[src/rtl/writeback_unit_pkg.sv]
// Shared types for the register-file writeback path: data words, register
// indices and the buffered writeback request.
package writeback_unit_pkg;

  typedef logic [31:0] uint32_t;
  typedef uint32_t     word;

  localparam int NUM_REGS  = 32;
  localparam int REG_IDX_W = $clog2(NUM_REGS);

  typedef logic [REG_IDX_W-1:0] reg_idx_t;

  typedef struct packed {
    reg_idx_t rd;
    word      data;
  } wb_req_t;

  // One-hot register select; x0 is hardwired so its bit is always clear.
  function automatic logic [NUM_REGS-1:0] reg_onehot(input reg_idx_t r);
    logic [NUM_REGS-1:0] oh;
    oh    = '0;
    oh[r] = 1'b1;
    oh[0] = 1'b0;
    return oh;
  endfunction

endpackage

[src/rtl/writeback_unit_if.sv]
// Result producers (ALU, LSU) and the single regfile write port of the
// writeback unit, bundled so execute/memory stages and the regfile bind one bus.
interface writeback_unit_if;
  import writeback_unit_pkg::*;

  // valid/ready: a result transfers at the posedge where valid && ready are
  // both high; the producer holds rd/data stable while valid is high and not
  // yet accepted. ready never depends on the producer's own valid, except that
  // alu_ready is withdrawn while lsu_valid is high (LSU has priority).
  logic     alu_valid;
  logic     alu_ready;
  reg_idx_t alu_rd;
  word      alu_data;

  logic     lsu_valid;
  logic     lsu_ready;
  reg_idx_t lsu_rd;
  word      lsu_data;

  reg_idx_t rd_index;
  word      rd_in;
  logic     rd_we;

  modport master (
    output alu_valid, alu_rd, alu_data,
    output lsu_valid, lsu_rd, lsu_data,
    input  alu_ready, lsu_ready,
    input  rd_index, rd_in, rd_we
  );

  modport slave (
    input  alu_valid, alu_rd, alu_data,
    input  lsu_valid, lsu_rd, lsu_data,
    output alu_ready, lsu_ready,
    output rd_index, rd_in, rd_we
  );

endinterface

[src/rtl/writeback_unit_wb_fifo.sv]
// Small in-order buffer for writeback requests. Pointers carry one extra MSB
// so full and empty are distinguished without a separate counter.
module wb_fifo
  import writeback_unit_pkg::*;
#(
  parameter int  DEPTH = 2,
  parameter type T     = wb_req_t
) (
  input  logic                     clk,
  input  logic                     rst,
  input  logic                     push,
  input  T                         push_data,
  input  logic                     pop,
  output T                         pop_data,
  output logic                     full,
  output logic                     empty,
  output logic [$clog2(DEPTH):0]   count
);

  localparam int AW    = $clog2(DEPTH);
  localparam int PTR_W = AW + 1;

  T                 mem [DEPTH];
  logic [PTR_W-1:0] wr_ptr;
  logic [PTR_W-1:0] rd_ptr;
  logic             do_push;
  logic             do_pop;

  assign full  = (wr_ptr[AW] != rd_ptr[AW]) && (wr_ptr[AW-1:0] == rd_ptr[AW-1:0]);
  assign empty = (wr_ptr == rd_ptr);
  assign count = wr_ptr - rd_ptr;

  // A push is refused whenever full, even if the head leaves on the same edge.
  assign do_push = push && !full;
  assign do_pop  = pop && !empty;

  assign pop_data = mem[rd_ptr[AW-1:0]];

  always_ff @(posedge clk or posedge rst) begin
    if (rst) begin
      wr_ptr <= '0;
      rd_ptr <= '0;
    end else begin
      if (do_push) wr_ptr <= wr_ptr + PTR_W'(1);
      if (do_pop)  rd_ptr <= rd_ptr + PTR_W'(1);
    end
  end

  always_ff @(posedge clk) begin
    if (do_push) mem[wr_ptr[AW-1:0]] <= push_data;
  end

endmodule

[src/rtl/writeback_unit.sv]
// Write-side producer for the integer register file: arbitrates ALU/LSU
// results into a FIFO, drains it onto the regfile write port, tracks pending writes.
module writeback_unit
  import writeback_unit_pkg::*;
#(
  parameter int FIFO_DEPTH = 2
) (
  input  logic                          clk,
  input  logic                          rst,
  writeback_unit_if.slave               bus,
  input  logic                          hold,
  input  logic                          issue_valid,
  input  reg_idx_t                      issue_rd,
  output logic [NUM_REGS-1:0]           busy_mask,
  output logic [$clog2(FIFO_DEPTH):0]   fifo_count
);

  logic                 full;
  logic                 empty;
  logic                 push;
  logic                 pop;
  wb_req_t              push_req;
  wb_req_t              head;
  logic                 write_now;

  reg_idx_t             idx_q;
  word                  data_q;
  logic                 we_q;
  logic [NUM_REGS-1:0]  busy_q;
  logic [NUM_REGS-1:0]  busy_set;
  logic [NUM_REGS-1:0]  busy_clr;

  // LSU wins arbitration outright; ALU only sees ready when LSU is idle.
  assign bus.lsu_ready = !full;
  assign bus.alu_ready = !full && !bus.lsu_valid;

  assign push = !full && (bus.lsu_valid || bus.alu_valid);

  always_comb begin
    push_req = '0;
    if (bus.lsu_valid) begin
      push_req.rd   = bus.lsu_rd;
      push_req.data = bus.lsu_data;
    end else begin
      push_req.rd   = bus.alu_rd;
      push_req.data = bus.alu_data;
    end
  end

  assign pop       = !hold && !empty;
  assign write_now = pop && (head.rd != '0);

  wb_fifo #(
    .DEPTH (FIFO_DEPTH),
    .T     (wb_req_t)
  ) u_fifo (
    .clk       (clk),
    .rst       (rst),
    .push      (push),
    .push_data (push_req),
    .pop       (pop),
    .pop_data  (head),
    .full      (full),
    .empty     (empty),
    .count     (fifo_count)
  );

  // Entries for x0 are popped and dropped; the port then idles with index/data
  // left at their last written value.
  always_ff @(posedge clk or posedge rst) begin
    if (rst) begin
      idx_q  <= '0;
      data_q <= '0;
      we_q   <= 1'b0;
    end else begin
      we_q <= write_now;
      if (write_now) begin
        idx_q  <= head.rd;
        data_q <= head.data;
      end
    end
  end

  assign bus.rd_index = idx_q;
  assign bus.rd_in    = data_q;
  assign bus.rd_we    = we_q;

  assign busy_set = issue_valid ? reg_onehot(issue_rd) : '0;
  assign busy_clr = write_now   ? reg_onehot(head.rd)  : '0;

  // A new issue on the same edge as the drain of the previous write keeps the bit set.
  always_ff @(posedge clk or posedge rst) begin
    if (rst) begin
      busy_q <= '0;
    end else begin
      busy_q <= (busy_q & ~busy_clr) | busy_set;
    end
  end

  assign busy_mask = busy_q;

endmodule

[src/flat_wrapper.sv]
// flat-port wrapper written by rule: the top's interface ports become plain ports
module writeback_unit_flat import writeback_unit_pkg::*;
#(
  parameter int FIFO_DEPTH = 2
)
  (clk, rst, hold, issue_valid, issue_rd, busy_mask, fifo_count, bus_alu_valid, bus_alu_rd, bus_alu_data, bus_lsu_valid, bus_lsu_rd, bus_lsu_data, bus_alu_ready, bus_lsu_ready, bus_rd_index, bus_rd_in, bus_rd_we);
  writeback_unit_if bus_i ();
  input  logic clk;
  input  logic rst;
  input  logic hold;
  input  logic issue_valid;
  input  reg_idx_t issue_rd;
  output logic [NUM_REGS-1:0] busy_mask;
  output logic [$clog2(FIFO_DEPTH):0] fifo_count;
  input wire logic [$bits(bus_i.alu_valid)-1:0] bus_alu_valid;
  input wire logic [$bits(bus_i.alu_rd)-1:0] bus_alu_rd;
  input wire logic [$bits(bus_i.alu_data)-1:0] bus_alu_data;
  input wire logic [$bits(bus_i.lsu_valid)-1:0] bus_lsu_valid;
  input wire logic [$bits(bus_i.lsu_rd)-1:0] bus_lsu_rd;
  input wire logic [$bits(bus_i.lsu_data)-1:0] bus_lsu_data;
  output wire logic [$bits(bus_i.alu_ready)-1:0] bus_alu_ready;
  output wire logic [$bits(bus_i.lsu_ready)-1:0] bus_lsu_ready;
  output wire logic [$bits(bus_i.rd_index)-1:0] bus_rd_index;
  output wire logic [$bits(bus_i.rd_in)-1:0] bus_rd_in;
  output wire logic [$bits(bus_i.rd_we)-1:0] bus_rd_we;
  assign bus_i.alu_valid = bus_alu_valid;
  assign bus_i.alu_rd = bus_alu_rd;
  assign bus_i.alu_data = bus_alu_data;
  assign bus_i.lsu_valid = bus_lsu_valid;
  assign bus_i.lsu_rd = bus_lsu_rd;
  assign bus_i.lsu_data = bus_lsu_data;
  assign bus_alu_ready = bus_i.alu_ready;
  assign bus_lsu_ready = bus_i.lsu_ready;
  assign bus_rd_index = bus_i.rd_index;
  assign bus_rd_in = bus_i.rd_in;
  assign bus_rd_we = bus_i.rd_we;
  writeback_unit #(.FIFO_DEPTH(FIFO_DEPTH)) u_core (.clk(clk), .rst(rst), .bus(bus_i), .hold(hold), .issue_valid(issue_valid), .issue_rd(issue_rd), .busy_mask(busy_mask), .fifo_count(fifo_count));
endmodule
[config.mk]
export PLATFORM = sky130hd
export DESIGN_NAME = writeback_unit_flat
export DESIGN_NICKNAME = d
export VERILOG_FILES = /design/src/rtl/writeback_unit_pkg.sv /design/src/rtl/writeback_unit_if.sv /design/src/rtl/writeback_unit_wb_fifo.sv /design/src/rtl/writeback_unit.sv /design/src/flat_wrapper.sv
export SDC_FILE = /design/constraint.sdc
export NUM_CORES = 1
export LEC_CHECK = 0
export CAP_MARGIN = 20
export CORE_MARGIN = 4
export CORE_UTILIZATION = 40
export DETAILED_ROUTE_END_ITERATION = 7
export DONT_BUFFER_PORTS = 1
export PLACE_DENSITY = 0.6
export RECOVER_POWER = 50
export SLEW_MARGIN = 20
export SYNTH_ARGS = -nofsm -noshare
export SYNTH_HDL_FRONTEND = slang
export SYNTH_SLANG_ARGS = --single-unit
[constraint.sdc]
create_clock -name clk -period 5.96 [get_ports clk]
set_clock_uncertainty 0.2 [all_clocks]
set_input_delay 0.894 -clock clk [delete_from_list [all_inputs] [get_ports clk]]
set_output_delay 0.894 -clock clk [all_outputs]
set_load 0.02 [all_outputs]
* Word level (Yosys, flattened, before mapping)
Memories as Yosys holds them, arrays and structs flattened.
Cells that the tools add are included.
** Storage, ports and cells
- Bits in registers :: 74
- Bits in writable memories :: 74
- Input bits :: 85
- Memories :: 1
** Cells by class
- $add $sub $neg :: 3
- $lt $le $gt $ge :: 4
- Equal/unequal tests :: 3
- Muxes and demuxes :: 9
- Bitwise gates (word level) :: 3
- Reduce and logical (&&, ||, !) cells :: 15
** Memory list
- u_core.u_fifo.mem :: words 2, width 37, read ports 1, clocked after Yosys merged registers in 0, wr ports 1, line writeback_unit_wb_fifo.sv:23 : T mem [DEPTH];
** Operator list (count)
- 32-bit two-way mux :: 2
- 37-bit two-way mux :: 1
- 32-bit bitwise AND :: 1
- 32-bit inverter :: 1
- 32-bit OR :: 1
- 5-bit by 6-bit less-than comparator with 1-bit output, second input constant :: 2
- 1-bit demux with 5-bit select :: 2
- 5-bit by 1-bit greater-or-equal comparator with 1-bit output, second input constant :: 2
- 1-bit logical AND :: 9
- 5-bit nonzero test :: 1
- 2-bit by 1-bit adder with 2-bit output, second input constant :: 2
- 1-bit logical NOT :: 4
- 1-bit two-way mux :: 4
- 2-bit == test :: 1
- 2-bit subtractor :: 1
- 1-bit == test :: 1
- 1-bit logical OR :: 1
- 1-bit != test :: 1

* Longest topological paths before layout
Gate-level depths: netlist of run 1.
An unclocked memory read counts as a cell.
- Depth in word-level cells :: 9
- Depth in mapped cells :: 6
- Mapped depth without buffers :: 6

* Hierarchy
A second synthesis of run 1 with hierarchy kept.
** Second synthesis, totals
- Cell total of the unflattened synthesis :: 404
- Area total of the unflattened synthesis :: 6289.8 um^2
** Modules (own cells, without submodules)
- writeback_unit :: instances 1, cells each 262, area an instance 3368.2 um^2, sequential area each 1726.7 um^2
- wb_fifo :: instances 1, cells each 142, area an instance 2921.6 um^2, sequential area each 2322.2 um^2

* Least setup slack after synthesis of run 1
OpenSTA, ideal clock, no wires.
- Path kind :: input port to output port
- Start point :: input bus_lsu_valid
- End point :: output bus_alu_ready
- Data arrival time :: 1.664 ns
- Required time :: 4.866 ns
- Slack :: 3.202 ns
- Stages on the path :: 3
- Cell sequence :: clkbuf_1 -> buf_2 -> a21oi_1
** On the way
- Cells in the longest elaborated chain, start to end :: 2
** RTL lines
- start: declaration :: line flat_wrapper.sv:18 : input wire logic [$bits(bus_i.lsu_valid)-1:0] bus_lsu_valid;
- 1-bit logical NOT :: line writeback_unit.sv:35 : assign bus.alu_ready = !full && !bus.lsu_valid;
- 1-bit logical AND :: line writeback_unit.sv:35
- end: declaration :: line flat_wrapper.sv:21 : output wire logic [$bits(bus_i.alu_ready)-1:0] bus_alu_ready;
No other way between the ends.

* Worst setup path in the final report of run 1
- Start point :: register u_core.u_fifo.rd_ptr[0]
- End point :: output bus_alu_ready
** On the way
- Cells in the longest elaborated chain, start to end :: 4
** RTL lines
- start: declaration :: line writeback_unit_wb_fifo.sv:25 : logic [PTR_W-1:0] rd_ptr;
- start signal: assignment :: line writeback_unit_wb_fifo.sv:45 : if (do_pop) rd_ptr <= rd_ptr + PTR_W'(1);
- 1-bit == test :: line writeback_unit_wb_fifo.sv:29 : assign full = (wr_ptr[AW] != rd_ptr[AW]) && (wr_ptr[AW-1:0] == rd_ptr[AW-1:0]);
- 1-bit logical AND :: line writeback_unit_wb_fifo.sv:29
- 1-bit logical NOT :: line writeback_unit.sv:35
- 1-bit logical AND :: line writeback_unit.sv:35
No other way between the ends.

==> summary.md, run 1 <==
| Metric | Value |
|---|---|
| Design Power | ~4.4 mW |
| Final GP Congestion | approximately 0.81 |
| Clock Pin Slew Worst Setup and Hold Paths | about 0.060 ns |
| Mapped Area | about 6400 um^2 |
| Max cap viols | 1 |
| Final setup TNS | 0 ns |
| Synthesized flop and latch total | 147 |
| Failing checks | max-capacitance violations, max-slew violations |
| R2R setup slack | 2.82 ns |
| Crit. End Element | primary output |
| HPWL Detailed | about 9 mm |
| Non-filler instance count after layout | around 670 |
| Stages on worst setup path | 2 |
| Post-DR vias/cell | roughly 5.2 |
| R2R depth | 5 |
| Unique masters post-synth | 36 |
| Syn_area_per_cell | about 15 um^2 |
| Largest net degree at the start of global routing | 74 |
| DP Cell Count | between 600 and 700 |
| Max Clock Freq | roughly 300 MHz |
| Util after Layout | a little under half |
| Yosys warns | 0 |
| Clock Tree Buf Depth | 2 |
| Syn_nets | approximately 520 |
| Top delay family on crit path | flip-flops |
| Syn Inst Count | roughly 440 |
| Crit path to | bus_alu_ready |
| Hold buffers post-CTS | 0 |
| WP buf/inv | 0 |
| Slowest stage delay, CP | about 0.86 ns |
| Crit path DAT | about 2.2 ns |
| Die Width | 134.3 um |
| Crit path launch type | flop |
| Slew Limit Fails | between 40 and 50 |
| First-pass GRT wire length | between 20 and 25 mm |
| Clk network pwr share | around 22% |
| Ports | between 150 and 200 |
| DR top layer | met4 |
| Synthesis-to-layout area growth | 11.41% |
| Pwr per Cell Area | 625.8 nW/um^2 |
| CTS Buf Count | 17 |
| TritonCTS clock tree | built |
| Site Rows | 45 |
| Leak | around 2.8 nW |
| Crit. Startpoint | u_core.u_fifo.rd_ptr[0] |
| Critical path type | reg -> out |
| CTS Sinks | between 100 and 150 |
| Root Driver | clkbuf_16 |
| Routed wire length | 13.32 mm |
| Fin. Hold Viols | 0 |
| RR Startpoint | u_core.u_fifo.rd_ptr[0] |
| Vias | ~3,500 |
| Final setup fails | 0 |
| Post-route ant nets | 0 |
| Req. time, crit path | around 5 ns |
| Die H | between 100 and 150 um |
| CP cell instances | ha_1, a21oi_1 |
| # fillers | roughly 1,400 |
| Outcome | finished, violations left |
| CTS resizes | 0 |
| Switching fraction of total power | a little under two fifths |
| FF-to-FF End | u_core.bus.rd_in[30] |
| DRT met1 WL | 5.630 mm |
| Share of cells above drive strength 1 | around 28% |
| Fin crit period | approximately 3.3 ns |
| Total grt overflow | 0 |
| Design Area, Final | a little over 7000 um^2 |
| Placement Cell Area | 6538 um^2 |
| P_sw | approximately 1.7 mW |
| RSZ-0062 raised after global routing | false |
| Iteration-0 DRC Markers | between 150 and 200 |
| Part of the power in combinational logic | a little over a quarter |
| Die area | approximately 18,000 um^2 |
| Core ar. | approximately 15,000 um^2 |
| Total track usage | approximately 15% |
| Max IR drop VDD | between 0.0002 and 0.0003 V |
| Final Cycle Share | a little over half |
| Clk_lat worst skew | between 0.4 and 0.5 ns |
| Detailed-route DRC error count | 0 |
| CTS H-Tree Depth | 4 |
| Vias in the first global route | around 3,800 |
| Routed wire per std cell | roughly 20 um |
| DRT Pass-1 Iters | 4 |
| Relative slew slack | -54.37% |
| Internal power | 2.773 mW |
| Post-synthesis sequential area ratio | between 60% and 70% |
| Met3 wire len | roughly 1.2 mm |
| IO Port Bufs | 0 |
| CP max stage cell | dfrtp_4 |
| Met2 WL | roughly 6.2 mm |
| Ant diodes | 0 |
| Hold_sp | u_core.u_fifo.rd_ptr[1] |
| Slew of the pin with the lowest slew margin | about 2.3 ns |
| Flop pwr share | between 50% and 60% |
| Post-layout nets | around 530 |
| # Post-CTS Setup Buffers | 0 |
| Crit Path Max Fanout | 54 |
| Starting Density | between 40% and 50% |
| Worst hold path type | reg -> reg |
| Initial antenna violation count | 0 |
==> worst reg2reg max path: cells and delay by family, from the launching register on <==
kind	cells	cell delay [ns]
adder cells (fa/ha/maj)	1	0.44
multiplexers	1	0.35
flip-flops	1	0.86
AO/OA/AOI/OAI	2	0.83
buffers and inverters	1	0.36
==> through the flow <==
| step | worst slack, ns | hold WS [ns] |
|---|---|---|
| CTS | 2.300 | 0.3394 |
| global placement | 2.598 | 0.3191 |
| detailed placement | 2.505 | 0.3253 |
| floorplan | 3.013 | 0.2982 |
| finish | 2.689 | 0.3350 |
| global route | 2.551 | 0.3568 |
==> power groups by stage <==
stage | registers (mW) | logic [mW] | clock network (mW)
finish | 2.26 | 1.20 | 0.981
global route | 2.33 | 1.33 | 1.05
CTS | 2.28 | 1.23 | 1.01
detailed placement | 2.29 | 1.23 | 0
global placement | 2.28 | 1.20 | 0
floorplan | 2.10 | 1.11 | 0
==> state kept, by name (all words and copies together) (netlist names) <==
signal / count
u_core.bus.rd_index: 5
u_core.u_fifo.wr_ptr: 2
u_core.u_fifo.rd_ptr: 2
u_core.bus.rd_in: 32
u_core.bus.rd_we: 1
u_core.u_fifo.mem: 74
u_core.busy_mask: 31
==> worst min path at each step <==
stage | cells past startpoint | to | slack (ns)
6_report | 1 | u_core.u_fifo.rd_ptr[1] | 0.34
2_1_floorplan | 1 | u_core.u_fifo.wr_ptr[1] | 0.30
3_3_place_gp | 1 | u_core.u_fifo.rd_ptr[1] | 0.32
3_5_place_dp | 1 | u_core.u_fifo.rd_ptr[1] | 0.33
4_1_cts | 1 | u_core.u_fifo.rd_ptr[1] | 0.34
5_1_grt | 1 | u_core.u_fifo.rd_ptr[1] | 0.36
==> placed cells by master (no fill, tap or decap), drive strengths merged <==
cell	Yosys	routed
clkinv	0	7
o2111ai	2	2
nor2	6	6
a22o	5	5
clkinvlp	0	3
and3	3	3
o221ai	1	1
xor2	3	3
inv	5	8
ha	1	1
nor4	1	1
buf	12	2
mux2i	2	2
and3b	6	6
nor3	3	3
nand2	66	66
o21ai	43	43
dfrtp	73	73
mux2	106	106
edfxtp	74	74
nor4b	1	1
nor3b	8	8
conb	1	1
and2	2	2
a2111o	1	1
clkbuf	5	20
xnor2	4	4
a21oi	3	3
==> cell type report <==
type	instances	area, um^2	share of cell area (%)
clock buffer	19	454.2	6.389
clock inverter	13	98.84	1.390
inverter	5	20.02	0.2816
multi-input combinational	268	2188	30.78
sequential	147	4053	57.00
tap	211	264.0	3.713
timing repair buffer	3	31.28	0.4400
==> metal layers <==
layer,global-route usage [%],vias up
li1,-,1610
met1,18.66,1700
met2,23.32,146
met3,6.677,19
met4,5.939,0
met5,0,-
==> cell usage after synthesis <==
master     number  area share (%)
a21oi_1         2            0.16
buf_8           1            0.24
buf_12          2            0.63
mux2_2         79              14
a21oi_2         1            0.14
o21ai_4         1            0.25
nor3_2          1            0.16
nor3_1          2            0.16
buf_4           2            0.24
buf_6           1            0.18
mux2_4         27             6.4
xor2_1          3            0.41
nor3b_1         7            0.82
nand2_1        66             3.9
a2111o_1        1            0.18
buf_1           2            0.12
and3b_1         6            0.82
a22o_1          5            0.69
nor2_1          6            0.35
nor4b_2         1            0.24
o21ai_0        42             3.3
nor4_2          1            0.20
edfxtp_1       74              35
and2_1          2            0.20
clkbuf_1        5            0.29
xnor2_1         4            0.55
inv_1           5            0.29
o2111ai_1       2            0.27
nor3b_2         1            0.20
buf_2           4            0.31
conb_1          1           0.059
mux2i_1         2            0.31
and3_1          3            0.29
o221ai_1        1            0.14
dfrtp_1        73              29
ha_1            1            0.20
==> logic make-up after synthesis <==
group,after synthesis,share of synthesized area (%)
adders and majority gates,1,0.1960
AOI/OAI and AO/OA,55,5.118
buffers and inverters,22,2.294
DFF,147,63.45
muxes,108,20.61
other,1,0.05877
xor gates and xnor gates,7,0.9608
and+or+nand+nor,96,7.314
No activity file was read; power rests on OpenSTA's default activity.
==> inputs of run 2 (changes only) <==
==> constraint.sdc (replaced) <==
create_clock -name clk -period 3.1 [get_ports clk]
set_clock_uncertainty 0.2 [all_clocks]
set_input_delay 0.465 -clock clk [delete_from_list [all_inputs] [get_ports clk]]
set_output_delay 0.465 -clock clk [all_outputs]
set_load 0.02 [all_outputs]
==> run 2 against run 1 <==
  * The run now ends clean
  * Wire length is 0.28% higher
  * Die area stayed put
  * Sequential cell count stayed put
  * Critical path type unchanged
  * Largest cell class unchanged
  * Register-to-register slack worse by 2.2 ns
  * Critical path depth stayed put
  * Largest power group unchanged
  * Highest routed layer unchanged
==> summary.md, run 2 (same netlist as run 1, synthesis figures left out) <==
| Metric | Value |
|---|---|
| Outcome | complete, no violations (was finished, violations left) |
| CTS Sinks | 147 (unchanged) |
| Total track usage | 15.19% (was 15.09%) |
| Routed wire per std cell | 19.88 um (was 20.00 um) |
| Crit. End Element | primary output (unchanged) |
| Post-DR vias/cell | 5.182 (was 5.218) |
| R2R setup slack | 0.64 ns (was 2.82 ns) |
| Switching fraction of total power | 36.13% (was 37.67%) |
| Clock Tree Buf Depth | 2 (unchanged) |
| Ant diodes | 0 (unchanged) |
| Root Driver | clkbuf_16 (unchanged) |
| Vias in the first global route | 3,733 (was 3,829) |
| Detailed-route DRC error count | 0 (unchanged) |
| Internal power | 5.705 mW (was 2.773 mW) |
| Max Clock Freq | 405.6 MHz |
| Fin. Hold Viols | 0 (unchanged) |
| First-pass GRT wire length | 20.89 mm (was 20.73 mm) |
| Iteration-0 DRC Markers | 122 (was 174) |
| Share of cells above drive strength 1 | 27.55% (was 27.91%) |
| RSZ-0062 raised after global routing | false (unchanged) |
| Crit Path Max Fanout | 13 (was 54) |
| Part of the power in combinational logic | 28.8% (was 27.1%) |
| Post-layout nets | 534 (was 528) |
| Design Area, Final | 7259 um^2 (was 7109 um^2) |
| Clk network pwr share | 23.9% (was 22.1%) |
| Relative slew slack | 38.68% (was -54.37%) |
| Slew of the pin with the lowest slew margin | 0.9177 ns (was 2.316 ns) |
| CTS resizes | 0 (unchanged) |
| Max reg flops | 74 (unchanged) |
| Flop pwr share | 47.3% (was 50.9%) |
| Req. time, crit path | 2.43 ns (was 4.87 ns) |
| # Post-CTS Setup Buffers | 0 (unchanged) |
| Critical path type | reg -> out (unchanged) |
| Final setup fails | 0 (unchanged) |
| Design Power | 8.932 mW (was 4.449 mW) |
| Die area | 18,040 um^2 (unchanged) |
| Most frequent cells in the layout | edfxtp_1, dfrtp_1, nand2_1 (unchanged) |
| Worst hold path type | in -> reg (was reg -> reg) |
| Site Rows | 45 (unchanged) |
| Largest net degree at the start of global routing | 74 (unchanged) |
| Core ar. | 15,430 um^2 (unchanged) |
| Clk_lat worst skew | 0.41 ns (was 0.42 ns) |
| TritonCTS clock tree | built (unchanged) |
| Clock Pin Slew Worst Setup and Hold Paths | 0.06 ns (about the same) |
| HPWL Detailed | 9.098 mm (was 8.958 mm) |
| Post-route ant nets | 0 (unchanged) |
| Max IR drop VDD | 0.0005670 V (was 0.0002906 V) |
| Final GP Congestion | 0.8673 (was 0.8062) |
| Final Cycle Share | 79.53% |
| Crit path DAT | 1.80 ns (was 2.18 ns) |
| Routed wire length | 13.36 mm (was 13.32 mm) |
| Die H | 134.3 um (unchanged) |
| Pwr per Cell Area | 1230 nW/um^2 (was 625.8 nW/um^2) |
| Ports | 159 (unchanged) |
| Placement Cell Area | 6633 um^2 (was 6538 um^2) |
| DRT Pass-1 Iters | 4 (unchanged) |
| Die Width | 134.3 um (unchanged) |
| Starting Density | 41.36% (unchanged) |
| Vias | 3,482 (was 3,475) |
| Max cap viols | 0 (was 1) |
| IO Port Bufs | 0 (unchanged) |
| Crit path launch type | flop (unchanged) |
| Most common cell after layout, fill and taps aside | edfxtp_1 (unchanged) |
| CTS Buf Count | 17 (unchanged) |
| Synthesis-to-layout area growth | 13.76% (was 11.41%) |
| Final setup TNS | 0 ns (unchanged) |
| CTS H-Tree Depth | 4 (unchanged) |
| Slew Limit Fails | 0 (was 41) |
| Leak | 2.863 nW (was 2.794 nW) |
| Total grt overflow | 0 (unchanged) |
| Fin crit period | between 2 and 2.5 ns |
| Initial antenna violation count | 0 (unchanged) |
| # fillers | 1,376 (was 1,407) |
| P_sw | 3.227 mW (was 1.676 mW) |
## run 2: worst max-delay path, cell delays in order (launching register included)
cell and delay (ns):
dfrtp_2 0.50, ha_1 0.40, a21oi_1 0.49
## run 2: final cells by class
class,instances,area (um^2),share of cell area (%)
multi-input combinational,268,2188,30.14
tap,211,264.0,3.637
inverter,5,20.02,0.2758
sequential,147,4050,55.79
clock buffer,19,432.9,5.963
timing repair buffer,9,120.1,1.655
clock inverter,13,183.9,2.534
## run 2: stage by stage
step / util, % / hold WS [ns] / worst slack [ns] / instances
floorplan: - / 0.2982 / 0.5698 / 437
finish: 47.06 / 0.05322 / 0.6345 / 672
global route: 47.06 / 0.05805 / 0.4872 / 672
CTS: 47.06 / 0.03039 / 0.5959 / 672
detailed placement: 42.99 / 0.2730 / 0.6319 / 639
global placement: 42.99 / 0.2702 / 0.7076 / 639
## run 2: power groups by stage
stage,clock [mW],sequential (mW),combinational [mW]
2_1_floorplan,0,4.03,2.14
5_1_grt,2.27,4.34,2.83
4_1_cts,2.18,4.25,2.65
3_3_place_gp,0,4.25,2.57
6_report,2.14,4.22,2.57
3_5_place_dp,0,4.27,2.63
## run 2: timing repair
item,CTS,global route
endpoints found under the hold margin,73,0
setup endpoints to repair,0,0
hold buffers,1,0
## run 2: metal layers
layer | GRT usage (%) | vias up | wire (um) | part of all wire, %
li1 | - | 1611 | - | -
met1 | 19.05 | 1716 | 5620 | 42
met2 | 23.38 | 146 | 6291 | 47
met3 | 7.539 | 9 | 1326 | 9.9
met4 | 4.299 | 0 | 118 | 0.88
met5 | 0 | - | 0 | 0
## run 2: path summary, 6_finish.rpt
kind / depth (start not counted) / to / from
worst max-delay path: 2 / bus_alu_ready / u_core.u_fifo.rd_ptr[0]
worst min-delay path: 3 / u_core.busy_mask[3] / issue_rd[4]
worst max register to register: 5 / u_core.busy_mask[22] / u_core.u_fifo.rd_ptr[0]
worst min register to register: 1 / u_core.u_fifo.wr_ptr[1] / u_core.u_fifo.wr_ptr[1]
max in group asynchronous: 3 / u_core.u_fifo.rd_ptr[0] / rst
min in group asynchronous: 3 / u_core.bus.rd_in[1] / rst
